==> src/rtl/pawc_sram_pkg.sv <==
// Shared types and helpers for the Wishbone-to-16-bit asynchronous SRAM bridge.
package pawc_sram_pkg;

   typedef enum logic [2:0] {
      ST_IDLE,
      ST_ADDR,
      ST_STRB,
      ST_HOLD,
      ST_ACK
   } state_e;

   localparam logic HALF_LO = 1'b0;
   localparam logic HALF_HI = 1'b1;

   function automatic int strb_cnt_w(input int wait_cycles);
      return $clog2(wait_cycles + 1);
   endfunction

endpackage

==> src/rtl/pawc_wb_sram_if.sv <==
// Wishbone pipelined-mode bus bundle between the SoC RAM master and the SRAM bridge.
interface pawc_wb_sram_if;

   logic        i_wb_cyc;
   logic        i_wb_stb;
   logic        i_wb_we;
   logic [31:0] i_wb_addr;
   logic [31:0] i_wb_data;
   logic [3:0]  i_wb_sel;
   logic        o_wb_ack;
   logic        o_wb_stall;
   logic [31:0] o_wb_data;

   modport master (
      output i_wb_cyc, i_wb_stb, i_wb_we, i_wb_addr, i_wb_data, i_wb_sel,
      input  o_wb_ack, o_wb_stall, o_wb_data
   );

   modport slave (
      input  i_wb_cyc, i_wb_stb, i_wb_we, i_wb_addr, i_wb_data, i_wb_sel,
      output o_wb_ack, o_wb_stall, o_wb_data
   );

endinterface

==> src/rtl/pawc_wb_sram.sv <==
// Wishbone slave splitting each 32-bit access into two half-word async SRAM cycles.
// Optional one-word read buffer enabled by defining READ_BUF_EN.
module pawc_wb_sram
   import pawc_sram_pkg::*;
#(
   parameter int SRAM_ADDR_W = 18,
   parameter int WAIT_CYCLES = 2
) (
   input  logic                   clk,
   input  logic                   resetn,
   pawc_wb_sram_if.slave          wb,
   output logic [SRAM_ADDR_W-1:0] o_sram_addr,
   output logic [15:0]            o_sram_dq_out,
   output logic                   o_sram_dq_oe,
   input  logic [15:0]            i_sram_dq_in,
   output logic                   o_sram_ce_n,
   output logic                   o_sram_oe_n,
   output logic                   o_sram_we_n,
   output logic                   o_sram_ub_n,
   output logic                   o_sram_lb_n
);

   localparam int CNT_W = strb_cnt_w(WAIT_CYCLES);
   localparam int WA_W  = SRAM_ADDR_W - 1;

   state_e                 state_q, state_d;
   logic                   half_q, half_d;
   logic [CNT_W-1:0]       cnt_q, cnt_d;
   logic                   abort_q, abort_d;
   logic                   we_q, we_d;
   logic [3:0]             sel_q, sel_d;
   logic [31:0]            wdata_q, wdata_d;
   logic [WA_W-1:0]        waddr_q, waddr_d;

   logic                   ack_q, ack_d;
   logic                   stall_q, stall_d;
   logic [31:0]            rdata_q, rdata_d;
   logic [SRAM_ADDR_W-1:0] sram_addr_q, sram_addr_d;
   logic [15:0]            dq_out_q, dq_out_d;
   logic                   dq_oe_q, dq_oe_d;
   logic                   ce_n_q, ce_n_d;
   logic                   oe_n_q, oe_n_d;
   logic                   we_n_q, we_n_d;
   logic                   ub_n_q, ub_n_d;
   logic                   lb_n_q, lb_n_d;

   logic                   accept;
   logic                   unused_addr_bits;

`ifdef READ_BUF_EN
   logic                   buf_vld_q, buf_vld_d;
   logic [WA_W-1:0]        buf_waddr_q, buf_waddr_d;
   logic [31:0]            buf_data_q, buf_data_d;
   logic                   buf_match;
`endif

   assign accept           = (state_q == ST_IDLE) && wb.i_wb_cyc && wb.i_wb_stb && !stall_q;
   assign unused_addr_bits = ^{wb.i_wb_addr[31:SRAM_ADDR_W+1], wb.i_wb_addr[1:0]};

`ifdef READ_BUF_EN
   assign buf_match = buf_vld_q && (buf_waddr_q == wb.i_wb_addr[SRAM_ADDR_W:2]);
`endif

   always_comb begin
      state_d = state_q;
      half_d  = half_q;
      cnt_d   = cnt_q;
      abort_d = abort_q;
      we_d    = we_q;
      sel_d   = sel_q;
      wdata_d = wdata_q;
      waddr_d = waddr_q;
      rdata_d = rdata_q;
`ifdef READ_BUF_EN
      buf_vld_d   = buf_vld_q;
      buf_waddr_d = buf_waddr_q;
      buf_data_d  = buf_data_q;
`endif

      case (state_q)
         ST_IDLE: begin
            abort_d = 1'b0;
            if (accept) begin
               we_d    = wb.i_wb_we;
               sel_d   = wb.i_wb_sel;
               wdata_d = wb.i_wb_data;
               waddr_d = wb.i_wb_addr[SRAM_ADDR_W:2];
               if (wb.i_wb_we) begin
`ifdef READ_BUF_EN
                  if (buf_match) buf_vld_d = 1'b0;
`endif
                  // Halves with no selected bytes are never touched on the SRAM.
                  if (wb.i_wb_sel[1:0] != 2'b00) begin
                     state_d = ST_ADDR;
                     half_d  = HALF_LO;
                  end else if (wb.i_wb_sel[3:2] != 2'b00) begin
                     state_d = ST_ADDR;
                     half_d  = HALF_HI;
                  end else begin
                     state_d = ST_ACK;
                  end
`ifdef READ_BUF_EN
               end else if (buf_match) begin
                  state_d = ST_ACK;
                  rdata_d = buf_data_q;
`endif
               end else begin
                  state_d = ST_ADDR;
                  half_d  = HALF_LO;
               end
            end
         end
         ST_ADDR: begin
            state_d = ST_STRB;
            cnt_d   = CNT_W'(WAIT_CYCLES);
         end
         ST_STRB: begin
            if (cnt_q == CNT_W'(1)) begin
               state_d = ST_HOLD;
               if (!we_q) begin
                  if (half_q == HALF_HI) rdata_d[31:16] = i_sram_dq_in;
                  else                   rdata_d[15:0]  = i_sram_dq_in;
               end
            end else begin
               cnt_d = cnt_q - CNT_W'(1);
            end
         end
         ST_HOLD: begin
            if (abort_q || !wb.i_wb_cyc) begin
               state_d = ST_IDLE;
`ifdef READ_BUF_EN
               buf_vld_d = 1'b0;
`endif
            end else if ((half_q == HALF_LO) && (!we_q || (sel_q[3:2] != 2'b00))) begin
               state_d = ST_ADDR;
               half_d  = HALF_HI;
            end else begin
               state_d = ST_ACK;
`ifdef READ_BUF_EN
               // The high half was captured at the end of its strobe, so rdata_q is complete.
               if (!we_q) begin
                  buf_vld_d   = 1'b1;
                  buf_waddr_d = waddr_q;
                  buf_data_d  = rdata_q;
               end
`endif
            end
         end
         ST_ACK:  state_d = ST_IDLE;
         default: state_d = ST_IDLE;
      endcase

      if ((state_q != ST_IDLE) && !wb.i_wb_cyc) abort_d = 1'b1;
   end

   // Output registers are loaded for the state being entered, so pins change with the state.
   always_comb begin
      ack_d       = (state_d == ST_ACK);
      stall_d     = (state_d != ST_IDLE);
      sram_addr_d = sram_addr_q;
      dq_out_d    = dq_out_q;
      dq_oe_d     = dq_oe_q;
      ce_n_d      = ce_n_q;
      oe_n_d      = oe_n_q;
      we_n_d      = we_n_q;
      ub_n_d      = ub_n_q;
      lb_n_d      = lb_n_q;

      case (state_d)
         ST_ADDR: begin
            sram_addr_d = {waddr_d, half_d};
            ce_n_d      = 1'b0;
            oe_n_d      = 1'b1;
            we_n_d      = 1'b1;
            if (we_d) begin
               ub_n_d   = !(half_d ? sel_d[3] : sel_d[1]);
               lb_n_d   = !(half_d ? sel_d[2] : sel_d[0]);
               dq_out_d = half_d ? wdata_d[31:16] : wdata_d[15:0];
               dq_oe_d  = 1'b1;
            end else begin
               ub_n_d   = 1'b0;
               lb_n_d   = 1'b0;
               dq_oe_d  = 1'b0;
            end
         end
         ST_STRB: begin
            we_n_d = !we_q;
            oe_n_d = we_q;
         end
         ST_HOLD: begin
            we_n_d = 1'b1;
            oe_n_d = 1'b1;
         end
         default: begin
            ce_n_d  = 1'b1;
            oe_n_d  = 1'b1;
            we_n_d  = 1'b1;
            ub_n_d  = 1'b1;
            lb_n_d  = 1'b1;
            dq_oe_d = 1'b0;
         end
      endcase
   end

   always_ff @(posedge clk or negedge resetn) begin
      if (!resetn) begin
         state_q     <= ST_IDLE;
         half_q      <= HALF_LO;
         cnt_q       <= '0;
         abort_q     <= 1'b0;
         we_q        <= 1'b0;
         ack_q       <= 1'b0;
         stall_q     <= 1'b0;
         rdata_q     <= '0;
         sram_addr_q <= '0;
         dq_out_q    <= '0;
         dq_oe_q     <= 1'b0;
         ce_n_q      <= 1'b1;
         oe_n_q      <= 1'b1;
         we_n_q      <= 1'b1;
         ub_n_q      <= 1'b1;
         lb_n_q      <= 1'b1;
`ifdef READ_BUF_EN
         buf_vld_q   <= 1'b0;
`endif
      end else begin
         state_q     <= state_d;
         half_q      <= half_d;
         cnt_q       <= cnt_d;
         abort_q     <= abort_d;
         we_q        <= we_d;
         ack_q       <= ack_d;
         stall_q     <= stall_d;
         rdata_q     <= rdata_d;
         sram_addr_q <= sram_addr_d;
         dq_out_q    <= dq_out_d;
         dq_oe_q     <= dq_oe_d;
         ce_n_q      <= ce_n_d;
         oe_n_q      <= oe_n_d;
         we_n_q      <= we_n_d;
         ub_n_q      <= ub_n_d;
         lb_n_q      <= lb_n_d;
`ifdef READ_BUF_EN
         buf_vld_q   <= buf_vld_d;
`endif
      end
   end

   always_ff @(posedge clk) begin
      sel_q   <= sel_d;
      wdata_q <= wdata_d;
      waddr_q <= waddr_d;
`ifdef READ_BUF_EN
      buf_waddr_q <= buf_waddr_d;
      buf_data_q  <= buf_data_d;
`endif
   end

   assign wb.o_wb_ack   = ack_q;
   assign wb.o_wb_stall = stall_q;
   assign wb.o_wb_data  = rdata_q;
   assign o_sram_addr   = sram_addr_q;
   assign o_sram_dq_out = dq_out_q;
   assign o_sram_dq_oe  = dq_oe_q;
   assign o_sram_ce_n   = ce_n_q;
   assign o_sram_oe_n   = oe_n_q;
   assign o_sram_we_n   = we_n_q;
   assign o_sram_ub_n   = ub_n_q;
   assign o_sram_lb_n   = lb_n_q;

endmodule

==> src/flat_wrapper.sv <==
// flat-port wrapper written by rule: the top's interface ports become plain ports
module pawc_wb_sram_flat import pawc_sram_pkg::*;
#(
   parameter int SRAM_ADDR_W = 18,
   parameter int WAIT_CYCLES = 2
)
  (clk, resetn, o_sram_addr, o_sram_dq_out, o_sram_dq_oe, i_sram_dq_in, o_sram_ce_n, o_sram_oe_n, o_sram_we_n, o_sram_ub_n, o_sram_lb_n, wb_i_wb_cyc, wb_i_wb_stb, wb_i_wb_we, wb_i_wb_addr, wb_i_wb_data, wb_i_wb_sel, wb_o_wb_ack, wb_o_wb_stall, wb_o_wb_data);
  pawc_wb_sram_if wb_i ();
  input  logic clk;
  input  logic resetn;
  output logic [SRAM_ADDR_W-1:0] o_sram_addr;
  output logic [15:0] o_sram_dq_out;
  output logic o_sram_dq_oe;
  input  logic [15:0] i_sram_dq_in;
  output logic o_sram_ce_n;
  output logic o_sram_oe_n;
  output logic o_sram_we_n;
  output logic o_sram_ub_n;
  output logic o_sram_lb_n;
  input wire logic [$bits(wb_i.i_wb_cyc)-1:0] wb_i_wb_cyc;
  input wire logic [$bits(wb_i.i_wb_stb)-1:0] wb_i_wb_stb;
  input wire logic [$bits(wb_i.i_wb_we)-1:0] wb_i_wb_we;
  input wire logic [$bits(wb_i.i_wb_addr)-1:0] wb_i_wb_addr;
  input wire logic [$bits(wb_i.i_wb_data)-1:0] wb_i_wb_data;
  input wire logic [$bits(wb_i.i_wb_sel)-1:0] wb_i_wb_sel;
  output wire logic [$bits(wb_i.o_wb_ack)-1:0] wb_o_wb_ack;
  output wire logic [$bits(wb_i.o_wb_stall)-1:0] wb_o_wb_stall;
  output wire logic [$bits(wb_i.o_wb_data)-1:0] wb_o_wb_data;
  assign wb_i.i_wb_cyc = wb_i_wb_cyc;
  assign wb_i.i_wb_stb = wb_i_wb_stb;
  assign wb_i.i_wb_we = wb_i_wb_we;
  assign wb_i.i_wb_addr = wb_i_wb_addr;
  assign wb_i.i_wb_data = wb_i_wb_data;
  assign wb_i.i_wb_sel = wb_i_wb_sel;
  assign wb_o_wb_ack = wb_i.o_wb_ack;
  assign wb_o_wb_stall = wb_i.o_wb_stall;
  assign wb_o_wb_data = wb_i.o_wb_data;
  pawc_wb_sram #(.SRAM_ADDR_W(SRAM_ADDR_W), .WAIT_CYCLES(WAIT_CYCLES)) u_core (.clk(clk), .resetn(resetn), .wb(wb_i), .o_sram_addr(o_sram_addr), .o_sram_dq_out(o_sram_dq_out), .o_sram_dq_oe(o_sram_dq_oe), .i_sram_dq_in(i_sram_dq_in), .o_sram_ce_n(o_sram_ce_n), .o_sram_oe_n(o_sram_oe_n), .o_sram_we_n(o_sram_we_n), .o_sram_ub_n(o_sram_ub_n), .o_sram_lb_n(o_sram_lb_n));
endmodule
==> config.mk <==
export PLATFORM = sky130hd
export DESIGN_NAME = pawc_wb_sram_flat
export DESIGN_NICKNAME = d
export VERILOG_FILES = /design/src/rtl/pawc_sram_pkg.sv /design/src/rtl/pawc_wb_sram_if.sv /design/src/rtl/pawc_wb_sram.sv /design/src/flat_wrapper.sv
export SDC_FILE = /design/constraint.sdc
export NUM_CORES = 1
export LEC_CHECK = 0
export BUFFER_PORTS_ARGS = -buffer_cell sky130_fd_sc_hd__buf_2
export CORE_ASPECT_RATIO = 1.2
export CORE_MARGIN = 4
export CORE_UTILIZATION = 30
export DETAILED_ROUTE_END_ITERATION = 10
export GPL_TIMING_DRIVEN = 1
export PLACE_DENSITY = 0.53
export SYNTH_ARGS = -nofsm -noshare
export SYNTH_HDL_FRONTEND = slang
export SYNTH_SLANG_ARGS = --single-unit
==> constraint.sdc <==
create_clock -name clk -period 2.6 [get_ports clk]
set_clock_uncertainty 0.05 [all_clocks]
set_input_delay 0.65 -clock clk [delete_from_list [all_inputs] [get_ports clk]]
set_output_delay 0.65 -clock clk [all_outputs]
set_load 0.01 [all_outputs]
* Yosys cells after proc, flatten, opt, wreduce, memory -nomap -nowiden
Cells that the tools add are included.
Word-level totals: register bits 135, latch bits 0, RAM bits 0, ROM bits 0, input bits 89, logic and storage cells 96, memories 0
Cells by class: add/subtract/negate cells 1, multipliers 0, divide/modulo/power cells 0, magnitude comparators 0, equality and inequality tests 9, shift-type cells 0, mux-type cells 39, bitwise gates (word level) 2, reduce and logical (&&, ||, !) cells 25
Operator list (count):
- 32-bit 2-to-1 mux | 2
- 17-bit 2-to-1 mux | 2
- 3-bit 2-to-1 mux | 7
- 1-bit 2-to-1 mux | 17
- 16-bit 2-to-1 mux | 1
- 3-bit by 2-bit equality test with 1-bit output (second input constant) | 4
- 3-bit case mux with 4 select lines | 1
- 1-bit case mux with 2 select lines | 5
- 2-bit nonzero test | 5
- 4-bit 2-to-1 mux | 2
- 4-bit AND reduction | 2
- 3-bit by 1-bit equality test with 1-bit output (second input constant) | 2
- 3-bit nonzero test | 2
- 1-bit logical AND | 5
- 1-bit zero test | 5
- 2-bit case mux with 2 select lines | 1
- 2-bit AND reduction | 2
- 3-bit equality test (second input constant) | 1
- 3-bit zero test | 1
- 2-bit by 1-bit equality test with 1-bit output (second input constant) | 1
- 1-bit logical OR | 2
- 2-bit 2-to-1 mux | 1
- 2-bit != test (second input constant) | 1
- 1-bit inverter | 2
- other kinds (2) | 2

* Depth between registers and ports, before layout
Gate-level depths: netlist (run 1).
word-level depth 10, gate-level depth with buffers 8, gate-level depth less buffers 6

* Worst setup path before layout (run 1)
Ideal clock, no wire load.
path kind input to register, start input port wb_i_wb_cyc, end register u_core.ub_n_q (netlist: u_core.o_sram_ub_n), library setup time 0.073 ns, arrival 1.939 ns, required time 2.477 ns, path slack 0.538 ns, stages on the path 5, path buffers 0, cell sequence nand4b_1 > or3_1 > a22oi_2 > mux4_2 > a21oi_1
Between the ends: longest elaborated chain between the ends 9, elaborated cells between the ends (all ways) 23, those cells by class eq/ne (3); mux (13); reduce/logical (7)
Ends and longest elaborated chain:
- start: declaration | line flat_wrapper.sv:20 | input wire logic [$bits(wb_i.i_wb_cyc)-1:0] wb_i_wb_cyc;
- parallel branches: the longest is 9 deep, another holds 3-bit case mux with 4 select lines
- end signal: assignment | line pawc_wb_sram.sv:241 | ub_n_q <= ub_n_d;
- end: declaration | line pawc_wb_sram.sv:44 | logic ub_n_q, ub_n_d;
Several ways; the timed one is not identified. A chain may end at the register's enable or synchronous reset.

* Worst setup path in the final report (run 1)
start register u_core.state_q[2], end register u_core.sram_addr_q[15] (netlist: u_core.o_sram_addr[15])
Between the ends: longest elaborated chain between the ends 7, elaborated cells between the ends (all ways) 13, those cells by class eq/ne (4); mux (5); reduce/logical (4)
Ends and longest elaborated chain:
- start: declaration | line pawc_wb_sram.sv:26 | state_e state_q, state_d;
- start signal: assignment | line pawc_wb_sram.sv:227 | state_q <= state_d;
- 3-bit zero test | line pawc_wb_sram.sv:57, pawc_wb_sram.sv:80
- 1-bit logical AND (3 in a row) | line pawc_wb_sram.sv:57 | assign accept = (state_q == ST_IDLE) && wb.i_wb_cyc && wb.i_wb_stb && !stall_q;
- 3-bit 2-to-1 mux | line pawc_wb_sram.sv:83 | if (accept) begin
- 3-bit case mux with 4 select lines | line pawc_wb_sram.sv:80 | case (state_q)
- 3-bit by 1-bit equality test with 1-bit output | line pawc_wb_sram.sv:169 | case (state_d)
- end signal: assignment | line pawc_wb_sram.sv:235 | sram_addr_q <= sram_addr_d;
- end: declaration | line pawc_wb_sram.sv:38 | logic [SRAM_ADDR_W-1:0] sram_addr_q, sram_addr_d;
Parallel ways exist; a longest one is shown, timed or not.

==> tab_implementation.tex, run 1 <==
\begin{tabular}{lr}
\hline
Metric & Value \\
\hline
\multicolumn{2}{l}{\textbf{Critical path}} \\
\quad Critical setup path kind & flop to flop \\
\quad Worst EP arrival & 2.35 ns \\
\quad Critical Path Source Type & flop \\
\quad Cell-by-cell trace of the critical path & nor3\_2 -> and2\_1 -> a21o\_1 -> buf\_12 -> mux2\_2 \\
\quad CP max stage delay & 0.43 ns \\
\quad Type of element capturing the critical path & flop \\
\quad Worst reg2reg path startpoint & u\_core.state\_q[2] \\
\quad Worst reg2reg path depth & 5 \\
\quad Reg-to-reg critical path endpoint & u\_core.o\_sram\_addr[15] \\
\quad Library cell contributing the largest single delay on the critical path & dfrtp\_1 \\
\quad Highest net fanout along the worst path & 16 \\
\quad Slack of the worst reg-to-reg path & 0.50 ns \\
\quad Crit path required time & 2.84 ns \\
\multicolumn{2}{l}{\textbf{STA}} \\
\quad Maximum clock frequency & 475 MHz \\
\quad Final number of hold-violating endpoints & 0 \\
\quad Transition time at the pin with the least slew margin & 0.549 ns \\
\quad Setup TNS & 0 ns \\
\quad Final setup violating endpoints & 0 \\
\quad Slew Limit Headroom & 63.4\% \\
\quad Setup repair after global routing missed its margin & false \\
\quad Slew Viols, Final & 0 \\
\quad Ratio of final minimum period to clock period & 80.9\% \\
\quad Minimum clock period & 2.10 ns \\
\multicolumn{2}{l}{\textbf{Floorplan}} \\
\quad Area of the core & 0.0169 mm² \\
\quad Width of the die & 128 µm \\
\quad Chip Height & 152 µm \\
\quad Boundary pin count & 163 \\
\quad Row count & 52 \\
\quad Total die area & 0.0195 mm² \\
\quad Initial core utilization & 30.7\% \\
\multicolumn{2}{l}{\textbf{Pwr}} \\
\quad Leakage & 3.29 nW \\
\quad Internal power & 6.03 mW \\
\quad Sequential share of power & 40.7\% \\
\quad Proportion of total power due to net switching & 29.9\% \\
\quad Worst vdd ir & 0.403 mV \\
\quad Switching power of the nets & 2.57 mW \\
\quad Logic gate share of total power & 30.5\% \\
\quad Power density normalized to cell area & 1250 mW/mm² \\
\quad Clock group share of total power & 28.8\% \\
\multicolumn{2}{l}{\textbf{Detailed routing}} \\
\quad Routed via count divided by cell count & 4.42 \\
\quad Number of violations reported at the end of detailed-routing iteration 0 & 68 \\
\quad Post-detailed-route DRC marker count & 0 \\
\quad Average wire length per cell after detail routing & 14.9 µm \\
\quad Drt total wl & 11300 µm \\
\quad Count of nets left with antenna violations after detail routing & 0 \\
\quad Iteration count of the initial detailed-routing pass & 4 \\
\quad Total number of vias & 3375 \\
\multicolumn{2}{l}{\textbf{CTS}} \\
\quad Max Buffers Root-to-Sink & 2 \\
\quad Post-CTS setup repair buffer count & 0 \\
\quad Count of H-tree levels built during CTS & 4 \\
\quad Clock tree from TritonCTS & yes \\
\quad CTS root buf & clkbuf\_16 \\
\quad Clock tree sinks & 135 \\
\quad Number of cells upsized or downsized after cts & 0 \\
\quad Skew-Pair Late Insertion Delay & 0.41 ns \\
\quad Clock-pin slew on the worst setup and hold paths & 0.06 ns \\
\quad Post-cts hold buffer count & 0 \\
\quad Number of buffers inserted during clock tree synthesis & 17 \\
\multicolumn{2}{l}{\textbf{Yosys}} \\
\quad Leading register cell type out of synthesis & dfrtp\_1 \\
\quad EDFF count, synth & 0 \\
\quad Mean instance size in the synthesized netlist & 13.9 µm² \\
\quad Flip-flop and latch count after synthesis & 135 \\
\quad Cell Area, Synth & 0.00520 mm² \\
\quad Net count after synthesis & 464 \\
\quad Library cells used by synthesis & 39 \\
\quad Share of flip-flops with an asynchronous set or reset & 60.7\% \\
\quad Sequential fraction of the synthesis area & 60.0\% \\
\quad Total number of yosys warnings & 0 \\
\quad Number of instances in the synthesized netlist & 374 \\
\multicolumn{2}{l}{\textbf{Cells and area}} \\
\quad Fraction of layout cells with a size suffix above 1 & 46.1\% \\
\quad Area overhead of the layout relative to synthesis & 32.0\% \\
\quad Count of antenna diodes in the layout & 0 \\
\quad Commonest cells after routing, fill and taps aside & buf\_2 (146), dfrtp\_1 (77), dfxtp\_1 (53), mux2\_2 (50), mux2\_1 (50) \\
\quad Most frequent standard cell in the layout excluding fill and tap cells & buf\_2 \\
\quad Final standard cell area without fillers & 0.00687 mm² \\
\quad Nets@finish & 624 \\
\multicolumn{2}{l}{\textbf{GRT}} \\
\quad Via count of the first global-routing pass & 3749 \\
\quad Remaining global-route overflow & 0 \\
\quad First-pass GRT wire length & 18600 µm \\
\quad GRT Overall Usage & 12.1\% \\
\quad Pin count of the biggest net entering global routing & 47 \\
\quad Initial antenna violation count & 0 \\
\multicolumn{2}{l}{\textbf{Place}} \\
\quad Sum of net half-perimeters after detailed placement & 8050 µm \\
\quad IO Port Bufs & 147 \\
\quad DP Area & 0.00625 mm² \\
\quad Final GP Congestion & 0.728 \\
\multicolumn{2}{l}{\textbf{Min path}} \\
\quad Class of the tightest hold or removal check & input port to async pin \\
\multicolumn{2}{l}{\textbf{Job}} \\
\quad Maximum capacitance violations & 0 \\
\multicolumn{2}{l}{\textbf{Run status}} \\
\quad Result of the run & complete, no violations \\
\hline
\end{tabular}
[kinds of logic after synthesis]
group | synth area share [%]
xor+xnor | 0.168
buf+inv | 3.54
flops | 60.0
simple gates | 5.46
fa+ha+maj | 0.241
compound gates | 1.59
mux | 29.0
[registers in the layout (all words and copies together), names as in the netlist, 2 cells and up]
name,cells
u_core.state_q,3
u_core.wdata_q,32
u_core.o_sram_dq_out,16
u_core.wb.o_wb_data,32
u_core.waddr_q,17
u_core.sel_q,4
u_core.cnt_q,2
u_core.o_sram_addr,18
[Yosys cell counts (all sizes together) (5+ instances only)]
master / number / area [µm²]
nor2: 8 / 30.0
dfxtp: 53 / 1060
buf: 15 / 105
mux2: 100 / 1130
nand2: 17 / 63.8
nand2b: 12 / 75.1
mux2i: 36 / 360
dfstp: 5 / 131
dfrtp: 77 / 1930
inv: 19 / 71.3
[critical path, delay by kind of cell (launching register included)]
family / cells / cell delay [ns]
compound gates: 1 / 0.27
mux: 1 / 0.34
simple gates: 2 / 0.71
flops: 1 / 0.43
buf+inv: 1 / 0.18
[routing by layer]
metal / vias to the layer above / routed length [µm] / track usage [%]
li1: 1602 / - / -
met1: 1665 / 4510 / 13.2
met2: 95 / 5810 / 20.6
met3: 13 / 848 / 5.54
met4: 0 / 167 / 4.40
met5: - / 0 / 0
[worst max-delay path by stage]
stage | startpoint | end | slack [ns] | cells past startpoint
global placement | wb_i_wb_cyc | u_core.o_sram_ub_n | 0.22 | 6
global route | u_core.state_q[2] | u_core.o_sram_addr[15] | 0.34 | 5
detailed placement | wb_i_wb_cyc | u_core.o_sram_ub_n | 0.21 | 6
CTS | u_core.state_q[2] | u_core.o_sram_addr[15] | 0.45 | 5
finish | u_core.state_q[2] | u_core.o_sram_addr[15] | 0.50 | 5
floorplan | wb_i_wb_cyc | u_core.o_sram_ub_n | 0.54 | 5
[area by class of cell]
type | instances | area, µm²
tap | 216 | 270
multi-input combinational | 203 | 1910
fill | 1680 | 10100
clock inverter | 12 | 149
timing repair buffer | 158 | 883
sequential | 135 | 3120
clock buffer | 20 | 467
inverter | 19 | 71.3
[power groups by stage]
stage | combinational, mW | sequential [mW] | clock (mW)
floorplan | 1.44 | 3.74 | 0
global placement | 2.60 | 3.50 | 0
detailed placement | 2.70 | 3.55 | 0
CTS | 2.70 | 3.52 | 2.56
global route | 2.92 | 3.62 | 2.65
finish | 2.63 | 3.50 | 2.48
[per-stage QoR]
step                      setup WS, ns  total power, mW  cells  util [%]  hold WS (ns)
after global placement           0.216             6.10    731      36.9         0.383
after CTS                        0.452             8.78    763      40.6         0.165
after floorplan                  0.538             5.18    374         -         0.304
after global routing             0.342             9.19    763      40.6         0.185
final                            0.496             8.60    763      40.6         0.159
after detailed placement         0.212             6.25    731      36.9         0.380
Note: power is estimated with default switching activity, not from simulation.
==> run 2: changes to the inputs <==
clock period = 2.2 ns   (was 2.6 ns; I/O delays follow)
==> run 2 against run 1 <==
  * Wire length up 2.5%
  * Design area up 0.53%
  * Clock power is 8.5% higher
  * Via count up 0.47%
  * Total power up 16%
  * Critical path depth up 2
  * Die area stayed put
  * Clock-buffer cell count rose by 2
  * Final cell count rose by 1.2%
  * Flip-flop and latch count unchanged
  * Sequential power increased by 18%
  * Critical path type unchanged
  * Largest cell class unchanged
  * Largest power group unchanged
  * Highest routed layer unchanged
==> tab_implementation.tex, run 2 (synthesized netlist as in run 1, its figures left out) <==
\begin{tabular}{lr}
\hline
Metric & Value \\
\hline
\multicolumn{2}{l}{\textbf{Run status}} \\
\quad Result of the run & complete, no violations \\
\multicolumn{2}{l}{\textbf{Cells and area}} \\
\quad Nets@finish & 633 \\
\quad Fraction of layout cells with a size suffix above 1 & 47.1\% \\
\quad Most frequent standard cell in the layout excluding fill and tap cells & buf\_2 \\
\quad Final standard cell area without fillers & 0.00690 mm² \\
\quad Commonest cells after routing, fill and taps aside & buf\_2 (146), dfrtp\_1 (76), dfxtp\_1 (53), mux2\_2 (50), mux2\_1 (50) \\
\quad Area overhead of the layout relative to synthesis & 32.7\% \\
\quad Fin cells & 772 \\
\quad Final core utilization & 40.8\% \\
\quad Count of antenna diodes in the layout & 0 \\
\multicolumn{2}{l}{\textbf{Critical path}} \\
\quad Buffering stage count on the worst path with inverters included & 2 \\
\quad Cell-by-cell trace of the critical path & nand4b\_1 -> or3\_1 -> a22oi\_2 -> buf\_4 -> buf\_12 -> mux2i\_1 -> mux2i\_1 \\
\quad Worst reg2reg path depth & 7 \\
\quad Library cell contributing the largest single delay on the critical path & dfrtp\_1 \\
\quad Most repeated library cell on the critical path & mux2i\_1 \\
\quad Critical setup path kind & flop to flop \\
\quad Worst reg2reg path startpoint & u\_core.state\_q[0] \\
\quad Slack of the worst reg-to-reg path & 0.18 ns \\
\quad Levels on crit path & 7 \\
\quad Cell class contributing the biggest share of worst-path delay & simple AND/OR/NAND/NOR gates \\
\quad Worst EP arrival & 2.26 ns \\
\quad Crit path required time & 2.44 ns \\
\quad CP max stage delay & 0.42 ns \\
\quad Critical Path Source Type & flop \\
\quad Type of element capturing the critical path & flop \\
\quad Reg-to-reg critical path endpoint & u\_core.o\_sram\_dq\_out[7] \\
\quad Highest net fanout along the worst path & 9 \\
\multicolumn{2}{l}{\textbf{Floorplan}} \\
\quad Total die area & 0.0195 mm² \\
\quad Width of the die & 128 µm \\
\quad Initial core utilization & 30.7\% \\
\quad Area of the core & 0.0169 mm² \\
\quad Row count & 52 \\
\quad Chip Height & 152 µm \\
\quad Boundary pin count & 163 \\
\multicolumn{2}{l}{\textbf{Detailed routing}} \\
\quad Routed via count divided by cell count & 4.39 \\
\quad Average wire length per cell after detail routing & 15.0 µm \\
\quad Post-detailed-route DRC marker count & 0 \\
\quad Drt total wl & 11600 µm \\
\quad Count of nets left with antenna violations after detail routing & 0 \\
\quad Total number of vias & 3391 \\
\quad Iteration count of the initial detailed-routing pass & 4 \\
\quad Number of violations reported at the end of detailed-routing iteration 0 & 57 \\
\multicolumn{2}{l}{\textbf{CTS}} \\
\quad Clock-pin slew on the worst setup and hold paths & 0.06 ns \\
\quad Clock tree from TritonCTS & yes \\
\quad Number of buffers inserted during clock tree synthesis & 17 \\
\quad Post-cts hold buffer count & 0 \\
\quad Max Buffers Root-to-Sink & 2 \\
\quad CTS root buf & clkbuf\_16 \\
\quad Count of H-tree levels built during CTS & 4 \\
\quad Clock tree sinks & 135 \\
\quad Skew-Pair Late Insertion Delay & 0.41 ns \\
\multicolumn{2}{l}{\textbf{STA}} \\
\quad Minimum setup slack in the final design & 0.183 ns \\
\quad Slew Viols, Final & 0 \\
\quad Minimum clock period & 2.02 ns \\
\quad Final setup violating endpoints & 0 \\
\quad Setup repair after global routing missed its margin & false \\
\quad Final number of hold-violating endpoints & 0 \\
\quad Transition time at the pin with the least slew margin & 0.503 ns \\
\quad Slew Limit Headroom & 66.4\% \\
\quad Maximum clock frequency & 496 MHz \\
\quad Ratio of final minimum period to clock period & 91.7\% \\
\multicolumn{2}{l}{\textbf{GRT}} \\
\quad Met1 Track Usage GR & 13.4\% \\
\quad Pin count of the biggest net entering global routing & 83 \\
\quad Remaining global-route overflow & 0 \\
\quad Met3 Usage GRT & 5.58\% \\
\quad First-pass GRT wire length & 18700 µm \\
\quad Busiest layer in global routing & met2 \\
\quad GRT Overall Usage & 12.2\% \\
\quad Met2 Resource Use GR & 20.9\% \\
\quad Via count of the first global-routing pass & 3783 \\
\quad Initial antenna violation count & 0 \\
\multicolumn{2}{l}{\textbf{Place}} \\
\quad Final GP Congestion & 0.758 \\
\quad Sum of net half-perimeters after detailed placement & 8280 µm \\
\quad Pre-CTS setup slack & -0.0696 ns \\
\quad IO Port Bufs & 147 \\
\quad DP Area & 0.00633 mm² \\
\quad Cell count after placement & 740 \\
\multicolumn{2}{l}{\textbf{Pwr}} \\
\quad Worst vdd ir & 0.605 mV \\
\quad Power after layout & 9.99 mW \\
\quad Leakage & 3.33 nW \\
\quad Power density normalized to cell area & 1450 mW/mm² \\
\multicolumn{2}{l}{\textbf{Min path}} \\
\quad Class of the tightest hold or removal check & input port to async pin \\
\multicolumn{2}{l}{\textbf{Job}} \\
\quad Maximum capacitance violations & 0 \\
\hline
\end{tabular}
-- run 2: power breakdown --
part	leakage [nW]	internal [mW]	total, mW	switching, mW
Clock	0.284	1.63	2.69	1.06
Combinational	1.63	1.63	3.17	1.54
Sequential	1.41	3.69	4.14	0.455
Total	3.33	6.94	9.99	3.06
-- run 2: layout make-up --
| class | instances | area, µm² |
|---|---|---|
| Clock buffer | 22 | 505 |
| Clock inverter | 10 | 65.1 |
| Fill cell | 1666 | 10000 |
| Inverter | 19 | 71.3 |
| Multi-Input combinational cell | 203 | 1910 |
| Sequential cell | 135 | 3120 |
| Tap cell | 216 | 270 |
| Timing Repair Buffer | 167 | 963 |
-- run 2: routing by layer --
layer | up-vias | part of all wire (%)
li1 | 1629 | -
met4 | 0 | 1.3
met2 | 93 | 51
met3 | 10 | 8.0
met1 | 1659 | 40
met5 | - | 0
-- run 2: worst max-delay path by stage --
stage                            startpoint                        to  slack [ns]
after floorplan                 wb_i_wb_cyc        u_core.o_sram_ub_n        0.24
after global placement          wb_i_wb_cyc  u_core.o_sram_dq_out[11]       -0.03
after detailed placement        wb_i_wb_cyc   u_core.o_sram_dq_out[7]       -0.07
after CTS                 u_core.state_q[1]   u_core.o_sram_dq_out[7]        0.13
after global routing      u_core.state_q[0]   u_core.o_sram_dq_out[7]       0.002
final                     u_core.state_q[0]   u_core.o_sram_dq_out[7]        0.18
-- run 2: through the flow --
stage / hold WS (ns) / setup TNS, ns
5_1_grt: 0.123 / 0
6_report: 0.0768 / 0
4_1_cts: 0.128 / 0
3_3_place_gp: 0.377 / -0.0560
3_5_place_dp: 0.384 / -0.568
2_1_floorplan: 0.204 / 0
-- run 2: what timing repair did --
| action | 4_1_cts | 5_1_grt |
|---|---|---|
| setup endpoints to repair | 0 | 1 |
| setup buffers | 0 | 0 |
| resized for setup | 0 | 1 |
